File: src/rtl/audio_nios_pio_pkg.sv
// audio_nios_pio_pkg: register map constants and read-word helper shared by the LED PIO files
package audio_nios_pio_pkg;
  localparam int ADDR_W = 3;
  localparam logic [ADDR_W-1:0] ADDR_DATA       = 3'd0;
  localparam logic [ADDR_W-1:0] ADDR_BLINK_MASK = 3'd1;
  localparam logic [ADDR_W-1:0] ADDR_PERIOD     = 3'd2;
  localparam logic [ADDR_W-1:0] ADDR_STATUS     = 3'd3;
  localparam logic [ADDR_W-1:0] ADDR_OUTSET     = 3'd4;
  localparam logic [ADDR_W-1:0] ADDR_OUTCLEAR   = 3'd5;
  localparam logic [ADDR_W-1:0] ADDR_OUTTOGGLE  = 3'd6;
  localparam logic [ADDR_W-1:0] ADDR_OUTPORT    = 3'd7;
  function automatic logic [31:0] rd_word(input logic [31:0] v, input int unsigned w);
    return w >= 32 ? v : v & ((32'd1 << w) - 32'd1);
  endfunction
endpackage

File: src/rtl/audio_nios_pio_led_blink_if.sv
// audio_nios_pio_led_blink_if: Avalon-MM slave bundle for the LED PIO
interface audio_nios_pio_led_blink_if;
  import audio_nios_pio_pkg::*;
  logic [ADDR_W-1:0] address;
  logic chipselect;
  logic write_n;
  logic [31:0] writedata;
  logic [31:0] readdata;
  modport master(output address, chipselect, write_n, writedata, input readdata);
  modport slave(input address, chipselect, write_n, writedata, output readdata);
endinterface

File: src/rtl/audio_nios_pio_blink_timer.sv
// audio_nios_pio_blink_timer: free-running half-period counter that toggles the blink phase on wrap
module audio_nios_pio_blink_timer #(
  parameter int PERIOD_W = 24
) (
  input  logic                clk,
  input  logic                reset_n,
  input  logic [PERIOD_W-1:0] period,
  input  logic                clr_cnt,
  input  logic                clr_all,
  output logic                phase
);
  logic [PERIOD_W-1:0] cnt_d, cnt_q;
  logic phase_d, phase_q, wrap;
  // a period write restarts the count without toggling; a status write also zeroes the phase
  always_comb begin
    wrap    = cnt_q == period;
    cnt_d   = (clr_cnt || clr_all || wrap) ? '0 : cnt_q + 1'b1;
    phase_d = clr_all ? 1'b0 : (wrap && !clr_cnt) ? !phase_q : phase_q;
  end
  always_ff @(posedge clk or negedge reset_n) begin
    if (!reset_n) begin
      cnt_q   <= '0;
      phase_q <= 1'b0;
    end else begin
      cnt_q   <= cnt_d;
      phase_q <= phase_d;
    end
  end
  assign phase = phase_q;
endmodule

File: src/rtl/audio_nios_pio_led_blink.sv
// audio_nios_pio_led_blink: Avalon-MM output PIO with set/clear/toggle, readback and optional
// per-bit blink engine enabled by AUDIO_NIOS_PIO_LED_BLINK_EN
module audio_nios_pio_led_blink
  import audio_nios_pio_pkg::*;
#(
  parameter int               WIDTH       = 26,
  parameter logic [WIDTH-1:0] RESET_VALUE = '0,
  parameter int               PERIOD_W    = 24
) (
  input  logic                        clk,
  input  logic                        reset_n,
  audio_nios_pio_led_blink_if.slave   bus,
  output logic [WIDTH-1:0]            out_port
);
  logic we;
  logic [WIDTH-1:0] wd, data_d, data_q;
  assign we = bus.chipselect && !bus.write_n;
  assign wd = bus.writedata[WIDTH-1:0];
  always_comb begin
    data_d = !we                             ? data_q :
             bus.address == ADDR_DATA        ? wd :
             bus.address == ADDR_OUTSET      ? data_q | wd :
             bus.address == ADDR_OUTCLEAR    ? data_q & ~wd :
             bus.address == ADDR_OUTTOGGLE   ? data_q ^ wd : data_q;
  end
  always_ff @(posedge clk or negedge reset_n) begin
    if (!reset_n) data_q <= RESET_VALUE;
    else data_q <= data_d;
  end
`ifdef AUDIO_NIOS_PIO_LED_BLINK_EN
  logic [WIDTH-1:0] mask_d, mask_q;
  logic [PERIOD_W-1:0] period_d, period_q;
  logic phase, clr_cnt, clr_all;
  always_comb begin
    clr_cnt  = we && bus.address == ADDR_PERIOD;
    clr_all  = we && bus.address == ADDR_STATUS;
    mask_d   = (we && bus.address == ADDR_BLINK_MASK) ? wd : mask_q;
    period_d = clr_cnt ? bus.writedata[PERIOD_W-1:0] : period_q;
  end
  always_ff @(posedge clk or negedge reset_n) begin
    if (!reset_n) begin
      mask_q   <= '0;
      period_q <= '1;
    end else begin
      mask_q   <= mask_d;
      period_q <= period_d;
    end
  end
  audio_nios_pio_blink_timer #(.PERIOD_W(PERIOD_W)) u_timer (
    .clk     (clk),
    .reset_n (reset_n),
    .period  (period_q),
    .clr_cnt (clr_cnt),
    .clr_all (clr_all),
    .phase   (phase)
  );
  assign out_port = data_q & ~(mask_q & {WIDTH{phase}});
`else
  assign out_port = data_q;
`endif
  always_comb begin
    bus.readdata = '0;
    case (bus.address)
      ADDR_DATA:       bus.readdata = rd_word(32'(data_q), WIDTH);
`ifdef AUDIO_NIOS_PIO_LED_BLINK_EN
      ADDR_BLINK_MASK: bus.readdata = rd_word(32'(mask_q), WIDTH);
      ADDR_PERIOD:     bus.readdata = rd_word(32'(period_q), PERIOD_W);
      ADDR_STATUS:     bus.readdata = {31'd0, phase};
`endif
      ADDR_OUTPORT:    bus.readdata = rd_word(32'(out_port), WIDTH);
      default:         bus.readdata = '0;
    endcase
  end
endmodule

File: src/flat_wrapper.sv
// flat-port wrapper written by rule: the top's interface ports become plain ports
module audio_nios_pio_led_blink_flat import audio_nios_pio_pkg::*;
#(
  parameter int               WIDTH       = 26,
  parameter logic [WIDTH-1:0] RESET_VALUE = '0,
  parameter int               PERIOD_W    = 24
)
  (clk, reset_n, out_port, bus_address, bus_chipselect, bus_write_n, bus_writedata, bus_readdata);
  audio_nios_pio_led_blink_if bus_i ();
  input  logic clk;
  input  logic reset_n;
  output logic [WIDTH-1:0] out_port;
  input wire logic [$bits(bus_i.address)-1:0] bus_address;
  input wire logic [$bits(bus_i.chipselect)-1:0] bus_chipselect;
  input wire logic [$bits(bus_i.write_n)-1:0] bus_write_n;
  input wire logic [$bits(bus_i.writedata)-1:0] bus_writedata;
  output wire logic [$bits(bus_i.readdata)-1:0] bus_readdata;
  assign bus_i.address = bus_address;
  assign bus_i.chipselect = bus_chipselect;
  assign bus_i.write_n = bus_write_n;
  assign bus_i.writedata = bus_writedata;
  assign bus_readdata = bus_i.readdata;
  audio_nios_pio_led_blink #(.WIDTH(WIDTH), .RESET_VALUE(RESET_VALUE), .PERIOD_W(PERIOD_W)) u_core (.clk(clk), .reset_n(reset_n), .bus(bus_i), .out_port(out_port));
endmodule
File: config.mk
export PLATFORM = sky130hd
export DESIGN_NAME = audio_nios_pio_led_blink_flat
export DESIGN_NICKNAME = d
export VERILOG_FILES = /design/src/rtl/audio_nios_pio_pkg.sv /design/src/rtl/audio_nios_pio_led_blink_if.sv /design/src/rtl/audio_nios_pio_blink_timer.sv /design/src/rtl/audio_nios_pio_led_blink.sv /design/src/flat_wrapper.sv
export SDC_FILE = /design/constraint.sdc
export NUM_CORES = 1
export LEC_CHECK = 0
export CAP_MARGIN = 5
export CORE_MARGIN = 2
export CORE_UTILIZATION = 35
export DETAILED_ROUTE_END_ITERATION = 10
export PLACE_DENSITY = 0.66
export SYNTH_ARGS = -nofsm -noshare
export SYNTH_HDL_FRONTEND = slang
export SYNTH_SLANG_ARGS = --single-unit
File: constraint.sdc
create_clock -name clk -period 1.8 [get_ports clk]
set_clock_uncertainty 0.2 [all_clocks]
set_input_delay 0.54 -clock clk [delete_from_list [all_inputs] [get_ports clk]]
set_output_delay 0.54 -clock clk [all_outputs]
set_load 0.02 [all_outputs]
==> results of run 1 <==
-- through the flow --
step                instance area, um2  TNS, ps
global placement                  4600   -49790
detailed placement                4600   -50810
global route                      5040    -9280
CTS                               4650    -9960
floorplan                         3310    -5920
finish                            5040    -7360
-- layout make-up --
class / count / area (um2) / area share [%]
multi-input combinational: 275 / 2340 / 46.4
timing repair buffer: 173 / 1660 / 33.0
sequential: 26 / 651 / 12.9
inverter: 58 / 218 / 4.32
tap: 105 / 131 / 2.60
clock buffer: 3 / 41.3 / 0.819
-- power by group through the flow --
| stage | Sequential (mW) | Clock (mW) | Combinational [mW] |
|---|---|---|---|
| 2_1_floorplan | 1.09 | 0 | 0.926 |
| 3_3_place_gp | 0.826 | 0 | 2.30 |
| 3_5_place_dp | 0.830 | 0 | 2.37 |
| 4_1_cts | 0.820 | 0.366 | 2.29 |
| 5_1_grt | 0.839 | 0.382 | 2.68 |
| 6_report | 0.824 | 0.360 | 2.45 |
-- worst max-delay path: stages --
cell	delay (ps)
buf_8	100
nor2_4	130
nand2_4	130
buf_16	180
a21oi_4	150
buf_6	130
-- cell families (layout without fill, tap and decap cells) --
group | count (synthesis) | count (layout) | share of synthesized area (%)
AND/OR/NAND/NOR | 110 | 110 | 16.6
AO/OA/AOI/OAI | 102 | 102 | 22.3
buffers and inverters | 92 | 234 | 14.8
adder cells (fa/ha/maj) | 52 | 52 | 22.2
flip-flops | 26 | 26 | 22.2
multiplexers | 5 | 5 | 1.71
other | 1 | 6 | 0.128
-- cells in the final DEF, fill, tap and decap left out, drive strengths merged --
master,n
a211oi,5
a21boi,1
a21oi,48
buf,139
clkbuf,8
clkdlybuf4s50,14
conb,6
dfrtp,26
dlymetal6s2s,15
ha,52
inv,58
mux2i,5
nand2,46
nand3,1
nor2,37
nor2b,5
o211ai,19
o21ai,3
o31ai,26
or3,21
-- routing by layer --
layer,wire (um),vias to the layer above,part of all wire (%),global-route usage (%)
li1,-,1576,-,-
met1,4250,1574,42,24.7
met2,5270,103,51,37.9
met3,566,12,5.5,1.90
met4,146,0,1.4,3.93
met5,0,-,0,0
-- worst max path at each step --
| stage | start | to | cells past startpoint |
|---|---|---|---|
| after floorplan | bus_address[2] | bus_readdata[10] | 5 |
| after global placement | bus_address[1] | bus_readdata[8] | 6 |
| after detailed placement | bus_address[1] | bus_readdata[25] | 6 |
| after CTS | bus_address[2] | bus_readdata[0] | 6 |
| after global routing | bus_address[1] | bus_readdata[12] | 6 |
| final | bus_address[1] | bus_readdata[12] | 6 |
-- what timing repair did --
item	4_1_cts	5_1_grt
hold endpoints to repair	0	0
pin swaps	4	40
gates cloned	1	7
gates resized for setup	241	99
buffers inserted	3	5
endpoints found under the setup margin	78	67
==> impl_results.md, run 1 <==
* Outcome: complete, but fails checks
* Failing checks: setup timing
* Worst VDD drop at 0.507 mV
* Routed Wire Length at 10.2 mm
* Syn Area/Cell at 7.54 um2
* Initial antenna violation count at 0
* Hold_ws at 403 ps
* Worst reg2reg path endpoint: u_core.out_port[8]$_DFFE_PN0P_
* GPL Wtd Cong at 0.755
* Post-DRT Antenna Nets at 0
* Clock-pin transition on the worst setup and hold timing paths at 100 ps
* Die Wd at 95.4 um
* Hold Fails Final Rpt at 0
* Final worst setup slack at -309 ps
* Synthesis-to-finish area growth at 72.4%
* RSZ-0062 raised after global routing: yes
* TritonCTS buffer count at 3
* Core area at 8180 um2
* Worst path required time at 1060 ps
* Sequential share of power at 22.6%
* Synth async-reset ratio at 100%
* Fmax at 474 MHz
* Final setup viols at 29
* Depth of the worst hold-timing path at 3
* Final period utilization at 117%
* Vias at 3265
* Worst Hold Path EP: u_core.out_port[2]$_DFFE_PN0P_
* Num rows at 33
* Root Driver: clkbuf_8
* Reg2reg start: u_core.out_port[8]$_DFFE_PN0P_
* Lkg Pwr at 2.54 nW
* Starting density of the core at 35.8%
* Synth Flop Type: dfrtp_1
* GRT Total Usage at 20.0%
* Port bufs at 84
* Drt drc at 0
* Internal power at 2.03 mW
* Crit path launch type: input pin
* Comb pwr share at 67.5%
* Pre-CTS WS at -1280 ps
* Worst skew pair latency at 270 ps
* Pwr/cell area at 722 nW/um2
* DR pass1 iterations at 4
* R2R depth at 6
* Drt initial violations at 78
* Hold Crit Class: reg -> reg
* Vias in the first global route at 3109
* Crit end category: output port
* Share of cells above drive strength 1 at 39.3%
* Area leader, netlist: dfrtp_1
* Post-synthesis cell area at 2930 um2
* Crit path DAT at 1370 ps
* FF-to-FF setup slack at 140 ps
* Register area share after synthesis at 22.2%
* Via density at 5.10
* NetSw at 1.61 mW
* Max Slew Vio Count at 0
* Final Total Pwr at 3.64 mW
* Yosys cell types at 23
* Number of synthesized register bits at 26
* Pin count of the biggest net entering global routing at 48
* Fin crit period at 2110 ps
* Largest register FFs at 26
* Layout Cells excl Fill at 640
* Crit-path max FO at 6
* N_diodes at 0
* Yosys top cell area share at 22.2%
* Full die area at 9100 um2
* CP Class: in -> out
* Hold_buf cts at 0
* Avg WL per Cell at 16.0 um
* CTS tree: built
* Level count of the clock H-tree at 1
* Post-layout util at 61.7%
* Hold wc startpoint: u_core.out_port[2]$_DFFE_PN0P_
* First-pass GRT wire length at 14.5 mm
* Top-count cell post-synth: inv_1
* Final nets at 628
* Chip height at 95.4 um
* Post-Place Cells at 623
* Leading cell types by count after synthesis: inv_1 (58), ha_1 (52), a21oi_1 (47), nand2_1 (46), nor2_1 (37)
* Detailed placer's ending HPWL at 6.55 mm
* Post-synth EDFFs at 0
* Clock share of power at 9.9%
* Top post-synthesis cells by area: dfrtp_1 (22%), ha_1 (22%), a21oi_1 (8.0%), inv_1 (7.4%), o31ai_1 (6.7%)
* Global route overflow at 0
* Max Root-Sink Buffers at 2
* Syn Inst Count at 388
* Ports placed on the boundary at 97
* Sw Ratio at 44.2%
* CTS sink count at 26
* Fillers at 693
* Max-cap viol count at 0
* YS warnings at 0
No activity file was read; power rests on OpenSTA's default activity.
==> run 2: changes to the inputs <==
--- a/config.mk
+++ b/config.mk
@@ -9,4 +9,5 @@
 export CORE_MARGIN = 2
 export CORE_UTILIZATION = 35
+export CTS_BUF_LIST = sky130_fd_sc_hd__clkbuf_2 sky130_fd_sc_hd__clkbuf_4 sky130_fd_sc_hd__clkbuf_8
 export DETAILED_ROUTE_END_ITERATION = 10
 export PLACE_DENSITY = 0.66
==> constraint.sdc (replaced) <==
create_clock -name clk -period 1.8 [get_ports clk]
set_clock_uncertainty 0.2 [all_clocks]
set_input_delay 0.36 -clock clk [delete_from_list [all_inputs] [get_ports clk]]
set_output_delay 0.36 -clock clk [all_outputs]
set_load 0.02 [all_outputs]
==> impl_results.md, run 2 (synthesis gave the netlist of run 1 again) <==
* Outcome: finished clean
* N_diodes at 0
* Max Slew Vio Count at 0
* Drt drc at 0
* Vias in the first global route at 2950
* Crit-path max FO at 8
* Clock-pin transition on the worst setup and hold timing paths at 100 ps
* Level count of the clock H-tree at 1
* Worst skew pair latency at 270 ps
* Root Driver: clkbuf_8
* Final nets at 588
* Post-DRT Antenna Nets at 0
* Port bufs at 84
* Max-cap viol count at 0
* Worst VDD drop at 0.302 mV
* Hold Crit Class: in -> async
* First-pass GRT wire length at 14.3 mm
* Chip height at 95.4 um
* Worst path required time at 1240 ps
* Max Root-Sink Buffers at 2
* Final setup viols at 0
* Fin crit period at 1800 ps
* GPL Wtd Cong at 0.749
* Drt initial violations at 93
* Pwr/cell area at 710 nW/um2
* Ports placed on the boundary at 97
* Core area at 8180 um2
* Fmax at 556 MHz
* CTS sink count at 26
* Starting density of the core at 35.8%
* Pin count of the biggest net entering global routing at 76
* GRT Total Usage at 20.0%
* Detailed placer's ending HPWL at 5.82 mm
* Synthesis-to-finish area growth at 56.6%
* DR pass1 iterations at 4
* Commonest cells after routing, fill and taps aside: inv_1 (57), ha_1 (52), nand2_1 (45)
* Layout Cells excl Fill at 600
* CTS tree: built
* Hold Fails Final Rpt at 0
* Commonest non-fill, non-tap cell in the layout: inv_1
* Hold_buf cts at 0
* Placement Cell Area at 4340 um2
* Lkg Pwr at 2.19 nW
* Avg WL per Cell at 14.6 um
* Share of cells above drive strength 1 at 22.8%
* Post-Place Cells at 591
* Num rows at 33
* Initial antenna violation count at 0
* Global route overflow at 0
* Crit path launch type: input pin
* Crit path DAT at 1240 ps
* Full die area at 9100 um2
* Final period utilization at 100%
* Via density at 5.04
* RSZ-0062 raised after global routing: yes
* CP Class: in -> out
* Fin area at 4580 um2
* Largest register FFs at 26
* Crit end category: output port
* Routed Wire Length at 8.78 mm
* Vias at 3022
* TritonCTS buffer count at 3
* Die Wd at 95.4 um
## run 2: final cells by class
type | instances | area (um2)
fillers | 752 | 3590
well taps | 105 | 131
clock buffers | 3 | 41.3
repair buffers | 133 | 1380
flip-flops and latches | 26 | 651
inverters | 58 | 218
multi-input cells | 275 | 2160
## run 2: final timing paths
kind                                                       from                         endpoint  slack, ps  cells past startpoint
worst max-delay path                             bus_address[1]                  bus_readdata[9]        0.4                      7
worst min-delay path                                    reset_n  u_core.out_port[17]$_DFFE_PN0P_        250                      2
worst max register to register   u_core.out_port[7]$_DFFE_PN0P_   u_core.out_port[7]$_DFFE_PN0P_        300                      6
worst min register to register  u_core.out_port[22]$_DFFE_PN0P_  u_core.out_port[22]$_DFFE_PN0P_        400                      3
max in group asynchronous                               reset_n   u_core.out_port[2]$_DFFE_PN0P_        870                      2
min in group clk                u_core.out_port[22]$_DFFE_PN0P_  u_core.out_port[22]$_DFFE_PN0P_        400                      3
## run 2: routing by layer
layer | track usage (%) | routed length [um]
met5 | 0 | 0
met4 | 4.88 | 45
met3 | 1.82 | 354
met2 | 35.1 | 4450
met1 | 26.5 | 3920
## run 2: critical path, stage by stage
cell	delay, ps
buf_8	110
nor2_4	140
nand2_4	80
buf_12	140
buf_12	150
a21oi_4	120
buf_6	130
## run 2: repair_timing
item | 4_1_cts | 5_1_grt
cloned | 3 | 0
setup buffers | 2 | 1
gates resized for setup | 201 | 9
setup endpoints to repair | 78 | 32
pin swaps | 15 | 16
## run 2: report_power, final
part           switching, mW  internal (mW)
clock network          0.207          0.151
logic                   1.15          0.918
registers             0.0843          0.740
## run 2: stage by stage
step | setup TNS [ps] | power [mW] | setup WS (ps) | hold WS [ps] | util (%)
after floorplan | -192 | 1.99 | -9.60 | -136 | -
after global placement | -36680 | 2.88 | -846 | 365 | 53.0
after detailed placement | -38030 | 2.95 | -884 | 377 | 53.0
after CTS | 0 | 3.25 | 1.52 | 274 | 55.4
after global routing | -267 | 3.52 | -26.8 | 293 | 56.0
final | 0 | 3.25 | 0.351 | 246 | 56.0
